`config.mk`:
```
export PLATFORM = sky130hd
export DESIGN_NAME = pipe_ctrl
export DESIGN_NICKNAME = d
export VERILOG_FILES = /design/src/rtl/pipe_ctrl.sv
export SDC_FILE = /design/constraint.sdc
export NUM_CORES = 1
export LEC_CHECK = 0
export BUFFER_PORTS_ARGS = -buffer_cell sky130_fd_sc_hd__buf_2
export CAP_MARGIN = 5
export CORE_MARGIN = 5
export CORE_UTILIZATION = 41
export DETAILED_ROUTE_END_ITERATION = 10
export PLACE_DENSITY = 0.87
export SYNTH_ARGS = -nofsm -noshare
export SYNTH_HDL_FRONTEND = slang
export SYNTH_SLANG_ARGS = --single-unit
```
`constraint.sdc`:
```
create_clock -name clk -period 3.1 [get_ports clk]
set_clock_uncertainty 0.2 [all_clocks]
set_input_delay 0.31 -clock clk [delete_from_list [all_inputs] [get_ports clk]]
set_output_delay 0.31 -clock clk [all_outputs]
set_load 0.005 [all_outputs]
```
`src/rtl/pipe_ctrl.sv`:
```
// Y86-64 pipeline control: stall/bubble generation for F/D/E/M/W, ret drain and halt sequencing.
// Optional PERF_CNT_EN macro builds saturating stall/bubble performance counters.
module pipe_ctrl #(
  parameter int RET_BUBBLES = 3,
  parameter int CNT_W       = 32
) (
  input  logic             clk,
  input  logic             rst_n,
  input  logic [3:0]       D_icode,
  input  logic [3:0]       d_srcA,
  input  logic [3:0]       d_srcB,
  input  logic [3:0]       E_icode,
  input  logic [3:0]       E_dstM,
  input  logic             e_Cnd,
  input  logic [2:0]       m_stat,
  input  logic [2:0]       W_stat,
  output logic             F_stall,
  output logic             D_stall,
  output logic             D_bubble,
  output logic             E_bubble,
  output logic             M_bubble,
  output logic             W_stall,
  output logic             halted,
  output logic [1:0]       ctrl_state,
  output logic [CNT_W-1:0] stall_cnt,
  output logic [CNT_W-1:0] bubble_cnt
);
  localparam logic [3:0] IRET = 4'h9, IMRMOVQ = 4'h5, IPOPQ = 4'hB, IJXX = 4'h7, RNONE = 4'hF;
  localparam logic [2:0] SAOK = 3'd1;

  typedef enum logic [1:0] {RUN = 2'd0, RET_WAIT = 2'd1, HALT = 2'd2} state_t;

  state_t     r_state;
  logic [2:0] r_ret_cnt;
  logic       w_exc, w_wbad, w_lu, w_mis, w_ret;

  assign w_wbad = (W_stat != SAOK);
  assign w_exc  = (m_stat != SAOK) | w_wbad;
  assign w_lu   = ((E_icode == IMRMOVQ) | (E_icode == IPOPQ)) & (E_dstM != RNONE) &
                  ((E_dstM == d_srcA) | (E_dstM == d_srcB));
  assign w_mis  = (E_icode == IJXX) & ~e_Cnd;
  assign w_ret  = (D_icode == IRET);

  // Outputs are forced low while reset is held so an async reset clears them immediately.
  always_comb begin
    F_stall  = 1'b0;
    D_stall  = 1'b0;
    D_bubble = 1'b0;
    E_bubble = 1'b0;
    M_bubble = 1'b0;
    W_stall  = 1'b0;
    if (rst_n) begin
      case (r_state)
        RUN: begin
          if (w_exc) begin
            M_bubble = 1'b1;
            W_stall  = w_wbad;
          end else if (w_mis) begin
            D_bubble = 1'b1;
            E_bubble = 1'b1;
          end else if (w_lu) begin
            F_stall  = 1'b1;
            D_stall  = 1'b1;
            E_bubble = 1'b1;
          end else if (w_ret) begin
            F_stall  = 1'b1;
            D_bubble = 1'b1;
          end
        end
        RET_WAIT: begin
          F_stall  = 1'b1;
          D_bubble = 1'b1;
          if (w_exc) begin
            M_bubble = 1'b1;
            W_stall  = w_wbad;
          end
        end
        HALT: begin
          F_stall  = 1'b1;
          D_stall  = 1'b1;
          E_bubble = 1'b1;
          M_bubble = 1'b1;
          W_stall  = 1'b1;
        end
        default: ;
      endcase
    end
  end

  always_ff @(posedge clk or negedge rst_n) begin
    if (!rst_n) begin
      r_state   <= RUN;
      r_ret_cnt <= 3'd0;
    end else begin
      case (r_state)
        RUN: begin
          if (w_wbad) begin
            r_state <= HALT;
          end else if (!w_exc && !w_mis && !w_lu && w_ret && RET_BUBBLES > 1) begin
            r_state   <= RET_WAIT;
            r_ret_cnt <= 3'(RET_BUBBLES - 1);
          end
        end
        RET_WAIT: begin
          if (w_wbad) begin
            r_state <= HALT;
          end else if (r_ret_cnt == 3'd1) begin
            r_state   <= RUN;
            r_ret_cnt <= 3'd0;
          end else begin
            r_ret_cnt <= r_ret_cnt - 3'd1;
          end
        end
        HALT:    r_state <= HALT;
        default: r_state <= RUN;
      endcase
    end
  end

  assign halted     = (r_state == HALT);
  assign ctrl_state = r_state;

`ifdef PERF_CNT_EN
  logic [CNT_W-1:0] r_stall_cnt, r_bubble_cnt;

  always_ff @(posedge clk or negedge rst_n) begin
    if (!rst_n) begin
      r_stall_cnt  <= '0;
      r_bubble_cnt <= '0;
    end else if (r_state != HALT) begin
      if (F_stall && r_stall_cnt != '1)
        r_stall_cnt <= r_stall_cnt + 1'b1;
      if ((D_bubble || E_bubble) && r_bubble_cnt != '1)
        r_bubble_cnt <= r_bubble_cnt + 1'b1;
    end
  end

  assign stall_cnt  = r_stall_cnt;
  assign bubble_cnt = r_bubble_cnt;
`else
  assign stall_cnt  = '0;
  assign bubble_cnt = '0;
`endif

endmodule
```
# ---- Yosys cells after proc, flatten, opt, wreduce, memory -nomap -nowiden
# Index checks and enable logic that the tools add are counted.
dict set report totals {
  out_inout_bits 73
  regBits 5
}
dict set report classes {
  eq_ne 17
  n_mux 36
  bitwise_logic 7
  n_reduce_logical 12
  add_sub_neg 1
}
# op count
set ops {}
lappend ops {{$mux 1} 20}
lappend ops {{$mux 3} 4}
lappend ops {{$pmux 1 s2} 6}
lappend ops {{$eq 4x3->1 const B} 2}
lappend ops {{$eq 4x4->1} 2}
lappend ops {{$eq 4x4->1 const B} 2}
lappend ops {{$mux 2} 4}
lappend ops {{$ne 2x2->1 const B} 3}
lappend ops {{$ne 3x1->1 const B} 2}
lappend ops {{$ne 3x3->1 const B} 2}
lappend ops {{$pmux 2 s3} 1}
lappend ops {{$pmux 3 s2} 1}
lappend ops {{$ne 4x4->1 const B} 1}
lappend ops {{$reduce_and 4->1} 1}
lappend ops {{$reduce_or 2->1} 2}
lappend ops {{$and 1x1->1} 3}
lappend ops {{$eq 3x1->1 const B} 1}
lappend ops {{$logic_and 1x1->1} 3}
lappend ops {{$logic_not 1->1} 3}
lappend ops {{$or 1x1->1} 3}
lappend ops {{$sub 3x1->3 const B} 1}
lappend ops {{$eq 2x1->1 const B} 1}
lappend ops {{$eq 2x2->1 const B} 1}
lappend ops {{$logic_not 2->1} 1}
lappend ops {{other kinds (3)} 3}

# ---- Depth between registers and ports, before layout
dict set report logic_depth {
  depth_word 10
  depth_mapped 6
  mapped_depth_nobuf 6
}

# ---- Worst setup path after synthesis
# No wires, ideal clock.
dict set report synth_timing {
  path_kind {input -> output}
  from {input E_dstM[1]}
  to {output D_bubble}
  path_buffers 0
  t_arrival_ps 1403
  setup_slack_ps 1187
  cell_stages 5
  path_cell_list {xor2_1 -> nor4_2 -> o2111ai_2 -> a211o_1 -> and3_1}
}
dict set report synth_between {
  elab_chain_cells 8
  elab_cells_between_ends 11
  classes_between {eq/ne (3); mux (5); bitwise (3)}
}
# element line_no
set synth_lines {}
lappend synth_lines {{from (decl)} 13} ;# input logic [3:0] E_dstM,
lappend synth_lines {{$ne 4x4->1 or $eq 4x4->1 (tied branches)} {39, 40}}
lappend synth_lines {{$and 1x1->1 or $or 1x1->1 (tied branches)} {39, 40}}
lappend synth_lines {{$and 1x1->1 *} 39} ;# assign w_lu = ((E_icode == IMRMOVQ) | (E_icode == IPOPQ)) & (E_dstM != RNONE) &
lappend synth_lines {{$mux 1 *} 61} ;# end else if (w_lu) begin
lappend synth_lines {{$mux 1 *} 58} ;# end else if (w_mis) begin
lappend synth_lines {{$mux 1 *} 55} ;# if (w_exc) begin
lappend synth_lines {{$pmux 1 s2 *} 53} ;# case (r_state)
lappend synth_lines {{$mux 1 *} 52} ;# if (rst_n) begin
lappend synth_lines {{to (decl)} 19} ;# output logic D_bubble,
# Mark *: on every way between the ends. The rest lies on a longest branch, timed or not.

# ---- Worst setup path in the final report
dict set report layout_timing {
  from {register r_state[1], in the netlist ctrl_state[1]}
  to {output F_stall}
}
dict set report layout_between {
  elab_chain_cells 4
  elab_cells_between_ends 6
  classes_between {eq/ne (2); mux (2); reduce/logical (2)}
}
# element line_no
set layout_lines {}
lappend layout_lines {{from (decl)} 33} ;# state_t r_state;
lappend layout_lines {{from (signal assigned)} 92} ;# r_state <= RUN;
lappend layout_lines {{from (signal assigned)} 98} ;# r_state <= HALT;
lappend layout_lines {{from (signal assigned)} 100} ;# r_state <= RET_WAIT;
lappend layout_lines {{$eq 2x2->1 or $eq 2x1->1 (tied branches)} 53}
lappend layout_lines {{$reduce_or 2->1 (no source line)} n/a}
lappend layout_lines {{$pmux 1 s2 *} 53}
lappend layout_lines {{$mux 1 *} 52}
lappend layout_lines {{to (decl)} 17} ;# output logic F_stall,
# Marked as above.

==> flow_summary_export.csv <==
group,metric,value,unit
worst_setup_path,crit_fanout,6,
global_routing,grt_pass1_vias,792,
cts,numCtsBuffers,3,
cells_and_area,antennaDiodeCount,0,
sta,hold_viol_final,0,
cts,clk_latency,240,ps
yosys,synth_compound_area_frac,0.141,
cts,hold_buffers,1,
yosys,synth_edf_count,0,
flow_run,maxCapViolCount,0,
drt,viasPerCell,4.18,
sta,tightest_slew,707,ps
global_routing,grt_use_total,0.0999,
floorplanning,core-area,2710,um2
yosys,synth.distinct_cells,34,
worst_setup_path,cp_num_buf_inv,2,
power,leakagePower,0.000666,uW
yosys,synth_fa_ha_area_frac,0.0660,
yosys,ys_warn_count,0,
cts,htree_levels,1,
drt,routed_wl,2240,um
global_routing,grt_max_degree,11,
sta,finalCriticalPeriod,2330,ps
worst_setup_path,path_class,"reg2out",
drt,ant_nets,0,
status,status,"finished, final reports clean",
floorplanning,initial_core_util,0.420,
sta,relSlewSlack,0.522,
worst_setup_path,required,2590,ps
placement,gp_congestion,0.839,
sta,post-route-period-util,0.752,
global_routing,grt.overflow.total,0,
yosys,synth_cells,146,
floorplanning,rows,19,
cts,cts_tree,"yes",
yosys,async_flop_share,1.00,
cells_and_area,nNetsFinal,223,
placement,placed_area,1120,um2
sta,finalSetupViolCount,0,
yosys,yosys.area_share.xor_xnor,0.0616,
cts,cts.repair.resized,0,
yosys,synth_simple_gate_area_frac,0.176,
yosys,synth_flop_cell,"dfrtp_1",
worst_setup_path,cp_slowest_cell,"dfrtp_1",
cts,cts_setup_buffers,0,
yosys,synth_area_leader_cell,"buf_4",
yosys,syn_area,1140,um2
sta,fin_hold_ws,194,ps
cells_and_area,drive_gt1_frac,0.235,
drt,drc,0,
worst_setup_path,critPathTopFamily,"flip-flops",
yosys,yosysSeqAreaShare,0.110,
placement,port_buffers,37,
floorplanning,die_w,62.7,um
worst_setup_path,arrival,1820,ps
cts,cts.sinks,5,
placement,dpl.hpwl,2020,um
yosys,synth_most_common_cell,"buf_4",
yosys,synth_top_family_by_area,"buffers and inverters",
global_routing,grt_pass1_wl,3340,um
cts,root_buffer,"clkbuf_4",
worst_hold_path,holdCritPathClass,"in2reg",
sta,tns,0,ps
cts,path_clk_slew,40,ps
worst_setup_path,worstPathCellList,"inv_1 -> ha_1 -> nand4_1 -> nor2_1 -> o21ai_0 -> a21oi_1 -> buf_2",
cells_and_area,fin_area,1150,um2
yosys,synth_common_cells,"buf_4 (64), xor2_1 (8), nor2_1 (7)",
sta,fmax,429,MHz
drt,drtPass1Iterations,4,
power,power_density,184,nW/um2
yosys,ys_seq_elements,5,
floorplanning,pin_count,102,
floorplanning,design.die.area,3930,um2
cells_and_area,syn2layout_area_growth,1.43,%
power,ir_worst_vdd,145,uV
cts,clock_path_buffers,2,
yosys,synth_top_area_frac,0.422,
worst_setup_path,worstSetupEndpointType,"primary output",
worst_setup_path,cp_slowest_stage_delay,440,ps
worst_setup_path,startpoint_type,"flip-flop",
drt,drtIter0Drc,16,
global_routing,antenna_found_initial,0,
yosys,syn_avg_cell_area,7.79,um2
drt,vias,911,
yosys,ys_top_cells_by_area,"buf_4 (42%), dfrtp_1 (11%), ha_1 (6.6%)",
sta,rsz0062_at_grt,"false",
yosys,muxShareOfSynthArea,0,
drt,wl_per_cell,10.3,um
sta,finalMaxSlewViolations,0,
floorplanning,die_height,62.7,um
cells_and_area,fill_cells,278,
[stage by stage]
| step | std cells | power [uW] | worst slack, ps | utilization |
|---|---|---|---|---|
| 4_1_cts | 218 | 213 | 760 | 0.426 |
| 2_1_floorplan | 209 | 163 | 1190 | - |
| 3_5_place_dp | 213 | 135 | 838 | 0.412 |
| 6_report | 218 | 212 | 767 | 0.426 |
| 3_3_place_gp | 213 | 133 | 885 | 0.412 |
| 5_1_grt | 218 | 230 | 570 | 0.426 |
[worst register-to-register path, delay by kind of cell (launching register included)]
family                   cells  cell delay, ps
adder cells (fa/ha/maj)      1             230
flip-flops                   1             440
buffers and inverters        1             150
AND/OR/NAND/NOR              2             430
AO/OA/AOI/OAI                2             400
[placed cells by master (no fill, tap or decap), drive strengths merged]
cell         synthesis  final
a211o                1      1
a21boi               2      2
a21oi                6      6
a2bb2oi              1      1
a31oi                1      1
and3                 3      3
buf                 64     37
clkbuf               0      4
conb                 1     64
dfrtp                5      5
dlygate4sd3          0      1
ha                   6      6
inv                  6      6
nand2                4      4
nand2b               3      3
nand3                2      2
nand3b               2      2
nand4                2      2
nor2                 7      7
nor2b                1      1
nor3                 2      2
nor3b                2      2
nor4                 2      2
nor4bb               1      1
o2111a               1      1
o2111ai              1      1
o211ai               1      1
o21a                 1      1
o21ai                7      7
o22ai                1      1
o2bb2ai              1      1
or3                  1      1
xor2                 8      8
[worst paths after layout]
kind	startpoint	end	slack, ps	cells after the start
max	ctrl_state[1]	F_stall	770	7
min	W_stat[2]	ctrl_state[0]	190	4
max reg2reg	ctrl_state[1]	ctrl_state[1]	1120	6
min reg2reg	r_ret_cnt[1]	r_ret_cnt[1]	350	1
max in group asynchronous	rst_n	r_ret_cnt[0]	2280	2
min in group asynchronous	rst_n	ctrl_state[0]	250	2
[metal layers]
metal	wire, um	GRT usage	part of all wire	vias to the layer above
met4	9	0.0318	0.0040	0
met5	0	0	0	-
li1	-	-	-	448
met2	1080	0.155	0.48	61
met3	339	0.0360	0.15	2
met1	810	0.127	0.36	400
[power breakdown]
part | switching [uW] | total, uW | internal (uW)
logic | 45.0 | 71.4 | 26.4
clock network | 26.3 | 74.9 | 48.6
registers | 0.0271 | 65.6 | 65.5
[flip-flops by register name, summed over array words and instances, names as in the netlist]
name / count
ctrl_state: 2
r_ret_cnt: 3
[layout make-up]
type                            instances  area, um2  area share
Sequential cell                         5        125       0.108
Multi-Input combinational cell        134        746       0.646
Timing Repair Buffer                   38        195       0.169
Inverter                                6       22.5      0.0195
Clock buffer                            4       26.3      0.0228
Tap cell                               31       38.8      0.0336
[cell families after synthesis]
logic type,Yosys count
AO/OA/AOI/OAI,24
adder cells (fa/ha/maj),6
flip-flops,5
other,1
buffers and inverters,70
AND/OR/NAND/NOR,32
XOR/XNOR,8
(Power assumes the default switching activity.)
